## src/rtl/fb_mult_sequencer.sv

```systemverilog
// Trigger-driven sequencer producing store/bunch/delay strobes for the feedback
// multiplier, plus output-valid tracking across the multiplier pipeline.
module fb_mult_sequencer #(
  parameter int NUM_SMPLS_INTEG = 4,
  parameter int MULT_LATENCY    = 3
) (
  input  logic        clk,
  input  logic        rst,
  input  logic        arm,
  input  logic        abort,
  input  logic        trig,
  input  logic [7:0]  cfg_num_bunches,
  input  logic [7:0]  cfg_spacing,
  input  logic [15:0] cfg_start_delay,
  input  logic [15:0] cfg_delay_mask,
  output logic        store_strb,
  output logic        bunch_strb,
  output logic        delay_en,
  output logic [7:0]  bunch_idx,
  output logic        dsp_valid,
  output logic        busy,
  output logic        done,
  output logic        overrun
);

  localparam logic [1:0] S_IDLE  = 2'd0;
  localparam logic [1:0] S_ARMED = 2'd1;
  localparam logic [1:0] S_WAIT  = 2'd2;
  localparam logic [1:0] S_RUN   = 2'd3;
  localparam logic [7:0] MIN_SPACING = 8'(NUM_SMPLS_INTEG);

  // Bunches beyond 15 share the top mask bit.
  function automatic logic mask_bit(input logic [15:0] mask, input logic [7:0] idx);
    logic [3:0] sel;
    if (idx > 8'd15) begin
      sel = 4'd15;
    end else begin
      sel = idx[3:0];
    end
    return mask[sel];
  endfunction

  logic [1:0]  state_q, state_d;
  logic [7:0]  samp_q, samp_d;
  logic [7:0]  bidx_q, bidx_d;
  logic [15:0] dly_q, dly_d;
  logic [7:0]  num_q, num_d;
  logic [7:0]  spacing_q, spacing_d;
  logic [15:0] delay_q, delay_d;
  logic [15:0] mask_q, mask_d;
  logic [MULT_LATENCY:0] hist_q, hist_d;
  logic        store_q, store_d;
  logic        bunch_q, bunch_d;
  logic        den_q, den_d;
  logic        valid_q, valid_d;
  logic        busy_q, busy_d;
  logic        done_q, done_d;
  logic        overrun_q, overrun_d;
  logic        arm_ok;
  logic        run_d;

  // Next-state, shadow-config and registered-output computation.
  always_comb begin
    state_d   = state_q;
    samp_d    = samp_q;
    bidx_d    = bidx_q;
    dly_d     = dly_q;
    done_d    = 1'b0;
    arm_ok    = arm && !abort && (state_q == S_IDLE || state_q == S_ARMED);

    // Config is latched first so a same-cycle trigger sees the new values.
    if (arm_ok) begin
      num_d     = cfg_num_bunches;
      spacing_d = (cfg_spacing < MIN_SPACING) ? MIN_SPACING : cfg_spacing;
      delay_d   = cfg_start_delay;
      mask_d    = cfg_delay_mask;
    end else begin
      num_d     = num_q;
      spacing_d = spacing_q;
      delay_d   = delay_q;
      mask_d    = mask_q;
    end

    case (state_q)
      S_IDLE: begin
        if (arm_ok) begin
          state_d = S_ARMED;
        end else begin
          state_d = S_IDLE;
        end
      end
      S_ARMED: begin
        if (trig) begin
          samp_d = 8'd0;
          bidx_d = 8'd0;
          if (num_d == 8'd0) begin
            state_d = S_IDLE;
            done_d  = 1'b1;
          end else if (delay_d == 16'd0) begin
            state_d = S_RUN;
          end else begin
            state_d = S_WAIT;
            dly_d   = delay_d - 16'd1;
          end
        end else begin
          state_d = S_ARMED;
        end
      end
      S_WAIT: begin
        if (dly_q == 16'd0) begin
          state_d = S_RUN;
          samp_d  = 8'd0;
          bidx_d  = 8'd0;
        end else begin
          dly_d = dly_q - 16'd1;
        end
      end
      S_RUN: begin
        if (samp_q == spacing_q - 8'd1) begin
          samp_d = 8'd0;
          if (bidx_q == num_q - 8'd1) begin
            state_d = S_IDLE;
            bidx_d  = 8'd0;
            done_d  = 1'b1;
          end else begin
            bidx_d = bidx_q + 8'd1;
          end
        end else begin
          samp_d = samp_q + 8'd1;
        end
      end
      default: begin
        state_d = S_IDLE;
        samp_d  = 8'd0;
        bidx_d  = 8'd0;
      end
    endcase

    if (abort) begin
      overrun_d = overrun_q;
    end else if (trig && (state_q == S_WAIT || state_q == S_RUN)) begin
      overrun_d = 1'b1;
    end else if (arm) begin
      overrun_d = 1'b0;
    end else begin
      overrun_d = overrun_q;
    end

    if (abort) begin
      state_d = S_IDLE;
      samp_d  = 8'd0;
      bidx_d  = 8'd0;
      dly_d   = 16'd0;
      done_d  = 1'b0;
    end else begin
      dly_d = dly_d;
    end

    run_d   = (state_d == S_RUN);
    store_d = run_d;
    bunch_d = run_d && (samp_d == 8'd0);
    den_d   = run_d && mask_bit(mask_d, bidx_d);
    busy_d  = (state_d != S_IDLE);
    // Valid only after MULT_LATENCY+1 unbroken store cycles, so history clears on any gap.
    if (run_d) begin
      hist_d = {hist_q[MULT_LATENCY-1:0], 1'b1};
    end else begin
      hist_d = '0;
    end
    valid_d = &hist_d;
  end

  // State, counters, shadow config and output registers.
  always_ff @(posedge clk) begin
    if (rst) begin
      state_q   <= S_IDLE;
      samp_q    <= 8'd0;
      bidx_q    <= 8'd0;
      dly_q     <= 16'd0;
      num_q     <= 8'd0;
      spacing_q <= 8'd0;
      delay_q   <= 16'd0;
      mask_q    <= 16'd0;
      hist_q    <= '0;
      store_q   <= 1'b0;
      bunch_q   <= 1'b0;
      den_q     <= 1'b0;
      valid_q   <= 1'b0;
      busy_q    <= 1'b0;
      done_q    <= 1'b0;
      overrun_q <= 1'b0;
    end else begin
      state_q   <= state_d;
      samp_q    <= samp_d;
      bidx_q    <= bidx_d;
      dly_q     <= dly_d;
      num_q     <= num_d;
      spacing_q <= spacing_d;
      delay_q   <= delay_d;
      mask_q    <= mask_d;
      hist_q    <= hist_d;
      store_q   <= store_d;
      bunch_q   <= bunch_d;
      den_q     <= den_d;
      valid_q   <= valid_d;
      busy_q    <= busy_d;
      done_q    <= done_d;
      overrun_q <= overrun_d;
    end
  end

  assign store_strb = store_q;
  assign bunch_strb = bunch_q;
  assign delay_en   = den_q;
  assign bunch_idx  = bidx_q;
  assign dsp_valid  = valid_q;
  assign busy       = busy_q;
  assign done       = done_q;
  assign overrun    = overrun_q;

endmodule

```

## config.mk

```make
export PLATFORM = sky130hd
export DESIGN_NAME = fb_mult_sequencer
export DESIGN_NICKNAME = d
export VERILOG_FILES = /design/src/rtl/fb_mult_sequencer.sv
export SDC_FILE = /design/constraint.sdc
export NUM_CORES = 1
export LEC_CHECK = 0
export ABC_AREA = 1
export CAP_MARGIN = 25
export CORE_MARGIN = 3
export CORE_UTILIZATION = 60
export DETAILED_ROUTE_END_ITERATION = 12
export GPL_TIMING_DRIVEN = 0
export MAX_ROUTING_LAYER = met4
export PLACE_DENSITY_LB_ADDON = 0.3
export SKIP_CTS_REPAIR_TIMING = 1
export SYNTH_ARGS = -nofsm -noshare
export SYNTH_HDL_FRONTEND = slang
export SYNTH_SLANG_ARGS = --single-unit
```

## constraint.sdc

```tcl
create_clock -name clk -period 4.5 [get_ports clk]
set_clock_uncertainty 0.1 [all_clocks]
set_input_delay 0.675 -clock clk [delete_from_list [all_inputs] [get_ports clk]]
set_output_delay 0.675 -clock clk [all_outputs]
set_load 0.02 [all_outputs]
```

==> flow_metrics.py <==
metrics = {
    "run_status": {
        "outcome": "finished clean",
    },
    "worst_setup_path": {
        "end_kind": "register",
        "critPathKind": "in -> reg",
        "r2r_slack_ns": 1.39,
        "rr_startpoint": "spacing_q[0]$_SDFFE_PP0P_",
        "critPathRequiredTime_ns": 4.66,
        "path_buf_inv": 2,
        "r2r_cells": 22,
        "critPathTopFamily": "simple AND/OR/NAND/NOR gates",
        "crit_path_start_kind": "primary input",
        "crit_slowest_cell": "clkdlybuf4s50_1",
        "crit_chain": "clkdlybuf4s50_1 > nor2_1 > nand2_2 > buf_4 > mux2i_1 > nand2_1 > o21ai_1 > ha_1 > nand2_1 > nor2_2 > nand3_1 > nor3_2 > nand3_1 > xor2_1 > nor2_1 > nor2_1",
        "cp_slowest_stage_delay_ns": 0.61,
        "reg2reg_to": "delay_en$_SDFF_PP0_",
        "crit_top_cell": "nor2_1",
        "worstPathMaxFanout": 10,
        "arrival_ns": 3.66,
        "path_depth": 16,
    },
    "global_route": {
        "grt_start_max_net_pins": 16,
        "grt_pass1_vias": 5040,
        "overflow": 0,
        "grt_util_all_layers_pct": 28.5,
        "grt_pass1_wl_mm": 22.3,
        "antenna_found_initial": 0,
    },
    "yosys": {
        "synth_edf_count": 0,
        "yosysTopAreaCell": "dfxtp_1",
        "netlist_instances": 774,
        "synth_warnings": 0,
        "syn-num-nets": 832,
        "ys_top_cells_by_area": "dfxtp_1 (35%), nand2_1 (12%), nor2_1 (8.1%)",
        "synth-seq-area-share_pct": 35.3,
        "ys_async_sr_fraction_pct": 0,
        "yosysUniqueCellTypes": 45,
        "synth_top_area_share_pct": 35.3,
        "synth-main-ff-cell": "dfxtp_1",
        "synth_area_per_cell_um2": 6.67,
        "ys_ff_latch": 91,
        "synthesis.area_um2": 5160,
    },
    "hold_path": {
        "worstHoldPathCells": 2,
        "hold_end": "hist_q[2]$_SDFF_PP0_",
        "holdCritPathClass": "reg -> reg",
        "worstHoldStart": "hist_q[1]$_SDFF_PP0_",
    },
    "final_layout": {
        "antennaDiodeCount": 0,
        "final_cell_mix": "nand2_1 (169), nor2_1 (112), inv_1 (92), dfxtp_1 (91), clkdlybuf4s50_1 (66)",
        "final_common_cell": "nand2_1",
        "final_util_pct": 73.8,
        "area_growth_syn_to_layout_pct": 18.6,
        "fin_nets": 909,
        "drive_above_1_share_pct": 8.18,
    },
    "die": {
        "initial_core_util_pct": 62.2,
        "coreArea_um2": 8300,
        "rows": 33,
        "dieArea_um2": 9760,
        "dieWidth_um": 98.8,
        "chipHeight_um": 98.8,
        "pin_count": 68,
    },
    "placed_design": {
        "hpwlAfterDp_mm": 10.3,
        "place_congestion": 0.943,
        "io_buffer_count": 66,
        "pre_cts_slack_ns": 0.684,
    },
    "timing": {
        "final_hold_viol_count": 0,
        "tns_ns": 0,
        "rsz0062_at_grt": "false",
        "finalCritPeriodShare_pct": 77.8,
        "final-setup-viol-count": 0,
        "slew_viol_final": 0,
        "max_slew_margin_pct": 54.3,
        "fmax_mhz": 286,
        "min_period_ns": 3.50,
        "setup_ws_ns": 0.999,
        "worst_slew_pin_slew_ns": 0.683,
    },
    "route": {
        "avgViaCountPerCell": 5.44,
        "drt_iter0_drc": 264,
        "finalWirelength_mm": 13.3,
        "wl_per_cell_um": 13.8,
        "vias": 5224,
        "drtAntennaViolNets": 0,
        "drc": 0,
        "drtPass1Iterations": 5,
    },
    "power_and_ir_drop": {
        "p_switching_uw": 502,
        "p_leak_uw": 0.00303,
        "p_comb_share_pct": 20.0,
        "swShare_pct": 29.9,
        "clkPwrFrac_pct": 29.0,
        "power_density_nw_per_um2": 274,
        "power.internal_uw": 1180,
        "p_seq_share_pct": 50.9,
        "ir_drop_v": 0.000179,
        "finalPower_uw": 1680,
    },
    "clocking": {
        "cts_made_buffers": 9,
        "clk_pin_slew_ns": 0.09,
        "cts.sinks": 91,
        "clk_latency_ns": 0.36,
        "cts_max_level": 3,
        "clock-root-buffer": "clkbuf_8",
        "clockBufferDepth": 2,
        "cts_tree": "done",
    },
    "job": {
        "maxCapViolCount": 0,
    },
}
## routing by layer
layer / wire, um / up-vias / share of wire, % / GRT usage (%)
met3: 902 / 32 / 6.8 / 5.31
met5: 0 / - / 0 / -
met4: 373 / 0 / 2.8 / 12.3
met1: 5650 / 2371 / 42 / 33.7
li1: - / 2634 / - / -
met2: 6380 / 187 / 48 / 47.4
## power groups by stage
stage          Clock [uW]  Sequential, uW  Combinational (uW)
2_1_floorplan           0             868                 227
3_3_place_gp            0             871                 322
3_5_place_dp            0             872                 332
4_1_cts               493             854                 334
5_1_grt               534             858                 375
6_report              487             854                 336
## worst max path at each step
| stage | from | end | slack, ns |
|---|---|---|---|
| CTS | abort | dly_q[14]$_SDFFE_PP0P_ | 1.04 |
| detailed placement | abort | dly_q[14]$_SDFFE_PP0P_ | 0.68 |
| finish | abort | dly_q[14]$_SDFFE_PP0P_ | 1.0 |
| global placement | abort | dly_q[14]$_SDFFE_PP0P_ | 0.69 |
| floorplan | arm | dly_q[14]$_SDFFE_PP0P_ | 1.70 |
| global route | abort | dly_q[14]$_SDFFE_PP0P_ | 0.82 |
## kinds of logic (layout without fill, tap and decap cells)
family,count (synthesis),after routing,share of synthesized area [%]
buffers and inverters,129,211,9.71
flip-flops,91,91,35.3
AND/OR/NAND/NOR,390,390,32.9
adder cells (fa/ha/maj),5,5,1.21
XOR/XNOR,23,23,4.17
multiplexers,23,23,4.46
AO/OA/AOI/OAI,113,113,12.2
## tightest hold or removal path, stage by stage, from the launching register on
cell	delay, ns
dfxtp_1	0.31
nand2_1	0.06
inv_1	0.05
## metrics by stage
stage / cells / instance area [um2] / hold WS, ns
2_1_floorplan: 774 / 5160 / 0.308
3_3_place_gp: 945 / 5960 / 0.315
3_5_place_dp: 945 / 5960 / 0.329
4_1_cts: 961 / 6120 / 0.342
5_1_grt: 961 / 6120 / 0.354
6_report: 961 / 6120 / 0.344
## flip-flops by register name, indices dropped and copies added (netlist names), 2 cells and up
name,cells
dly_q,16
state_q,2
bunch_idx,8
delay_q,16
hist_q,3
spacing_q,8
num_q,8
samp_q,8
mask_q,16
## cell usage after synthesis (5+ instances only)
library cell    n
nand3b_1        5
xnor2_1         5
nand3_1        55
mux2i_1        23
inv_2          12
nor2_1        112
nand2_1       169
ha_1            5
a31oi_1         7
buf_2           5
clkbuf_1       17
nor2_2          9
dfxtp_1        91
a21oi_1        25
inv_1          92
or2_2          13
nor3_1          8
xor2_1         17
o21ai_0        60
## area by class of cell
type / instances / area, um2
fillers: 676 / 2170
multi-input cells: 554 / 2840
repair buffers: 66 / 661
well taps: 105 / 131
clock inverters: 7 / 43.8
inverters: 105 / 394
flip-flops and latches: 91 / 1820
plain buffers: 24 / 108
clock buffers: 9 / 124
Note: power is estimated with default switching activity, not from simulation.
==> edit, RTL diff (same settings) <==
Register the output `dsp_valid` once more, cleared by the reset; this adds one clock of latency there. The other outputs are not delayed to match.
--- a/src/rtl/fb_mult_sequencer.sv
+++ b/src/rtl/fb_mult_sequencer.sv
@@ -213,7 +213,13 @@
   assign bunch_strb = bunch_q;
   assign delay_en   = den_q;
   assign bunch_idx  = bidx_q;
-  assign dsp_valid  = valid_q;
+  always_ff @(posedge clk) begin
+    if (rst) begin
+      dsp_valid <= '0;
+    end else begin
+      dsp_valid <= valid_q;
+    end
+  end
   assign busy       = busy_q;
   assign done       = done_q;
   assign overrun    = overrun_q;
Formal check against the unedited RTL: not equivalent (Yosys sat finds a counterexample within 10 cycles, from zero or initial values and one cycle with rst high).
==> edit against the unedited design <==
Sequential cell count increased by 1. Worst hold slack worse by 0.031 ns. Area after synthesis is 3.4% higher. Maximum frequency increased by 6.4%. Critical path depth grew 3. Total power rose by 11%. Sequential share of layout area fell by 0.82 points. Routed wire length rose by 6.2%. Synthesized cell count rose by 2.5%. Cell area increased by 4.0%. Count of clock-buffer cells in the layout did not move. Non-clock buffer count grew 3. Worst setup slack improved by 0.21 ns. Global-route usage up 0.50 points. Critical endpoint unchanged.
==> edit: results (changes against the unedited design) <==
| Metric | Value |
|---|---|
| Status | finished clean |
| Dpl cells | 965 (+2.1%) |
| Total Power | 1.86 mW (+11%) |
| Worst path arrival time | 3.45 ns (-0.21 ns) |
| WHS Endpoint | dsp_valid |
| PortBufs | 67 (+1.5%) |
| Final GP Congestion | 0.993 (+5.3%) |
| Sequential element share of the synthesized area | 0.345 (-0.00790) |
| GRT met2 Usage | 0.478 (+0.00340) |
| Synth Warn # | 0 (unchanged) |
| Vias/cell | 5.54 (+1.9%) |
| Top Registers | delay_q x16, dly_q x16, mask_q x16 |
| Crit path from | abort |
| Gr usage total | 0.290 (+0.00499) |
| 1st-iter DRT viols | 329 (+25%) |
| ANT cells | 0 (unchanged) |
| Vias in the first global route | 5,223 (+3.6%) |
| Hold Path Class | register to register |
| Fmax | 304 MHz (+6.4%) |
| DR WL met3 | 1010 um (+12%) |
| Worst-Skew Late Latency | 0.36 ns (about the same) |
| Setup WS pre-CTS | 0.914 ns (+0.230 ns) |
| Hold Slack | 0.314 ns (-0.0307 ns) |
| Leading post-synthesis cells by cell area | dfxtp_1 34%, nand2_1 13%, nor2_1 6.7% |
| Hold path depth | 2 (unchanged) |
| Reg2reg path depth | 21 (-4.5%) |
| Share of cells above drive strength 1 | 0.108 (+0.0267) |
| DRT met1 WL | 6100 um (+8.0%) |
| Clk power | 627 uW (+29%) |
| Setup crit end | dly_q[14] |
| Worst vdd ir | 0.000192 V (+7.2%) |
| CTS buffer count | 9 (unchanged) |
| M1 GR Usage | 0.360 (+0.0224) |
| Least-Margin Pin Slew | 0.629 ns (-0.0549 ns) |
| Distinct cell type count after synthesis | 48 (+6.7%) |
| Worst hold start | valid_q |
| Pin count of the biggest net entering global routing | 17 (+1) |
| Nets | 929 (+2.2%) |
| CP top delay family | simple AND/OR/NAND/NOR gates |
| Grt met3 use | 0.0361 (-0.0169) |
| Setup slack, reg-to-reg | 1.50 ns (+0.11 ns) |
| Combinational share of power | 0.198 (-0.002) |
| Sw frac | 0.293 (-0.00575) |
| HPWL Detailed | 10,700 um (+4.4%) |
| LEAKAGE | 3.00 nW (-0.75%) |
| Max Used Layer | met4 |
| Average cell area after synthesis | 6.74 um^2 (+0.94%) |
| Largest power group | sequential cells |
| Area after DPL | 0.00614 mm^2 (+3.1%) |
| First-pass GRT wire length | 23,200 um (+4.2%) |
| Max stage delay on crit path | 0.49 ns (-0.12 ns) |
| DR pass1 iterations | 6 (+1) |
| Syn_nets | 851 (+2.3%) |
| Crit path max-delay cell type | clkdlybuf4s50_1 |
| Top cells by instance count after synthesis | 192 x nand2_1, 96 x nor2_1, 92 x dfxtp_1 |
| R2r startpoint | spacing_q[0] |
| WL per Instance | 14.4 um (+4.0%) |
| Detail Route met2 WL | 6640 um (+4.1%) |
| Routed via count | 5,433 (+4.0%) |
edit: cell count changes in the layout (fill, tap and decap cells not counted), moves of 4 or more:
cell / unedited run / this run
nand2_1: 169 / 192
o21ai_1: 4 / 12
xnor2_1: 5 / 9
o21ai_0: 60 / 46
clkbuf_1: 17 / 10
nand2_2: 4 / 11
nor2_1: 112 / 96
nor2_4: 1 / 5
mux2i_1: 23 / 19
buf_6: 1 / 6
a21oi_1: 25 / 19
edit: logic make-up after synthesis:
group | share of synthesized area
AO/OA/AOI/OAI | 0.121
XOR/XNOR | 0.0426
adder cells (fa/ha/maj) | 0.0117
buffers and inverters | 0.105
flip-flops | 0.345
multiplexers | 0.0356
AND/OR/NAND/NOR | 0.340
edit: cell type report:
type | instances | area, um^2
Multi-Input combinational cell | 570 | 2940
Fill cell | 646 | 2060
Sequential cell | 92 | 1840
Timing Repair Buffer | 67 | 671
Inverter | 105 | 394
Buffer | 26 | 165
Tap cell | 105 | 131
Clock buffer | 9 | 124
Clock inverter | 7 | 100
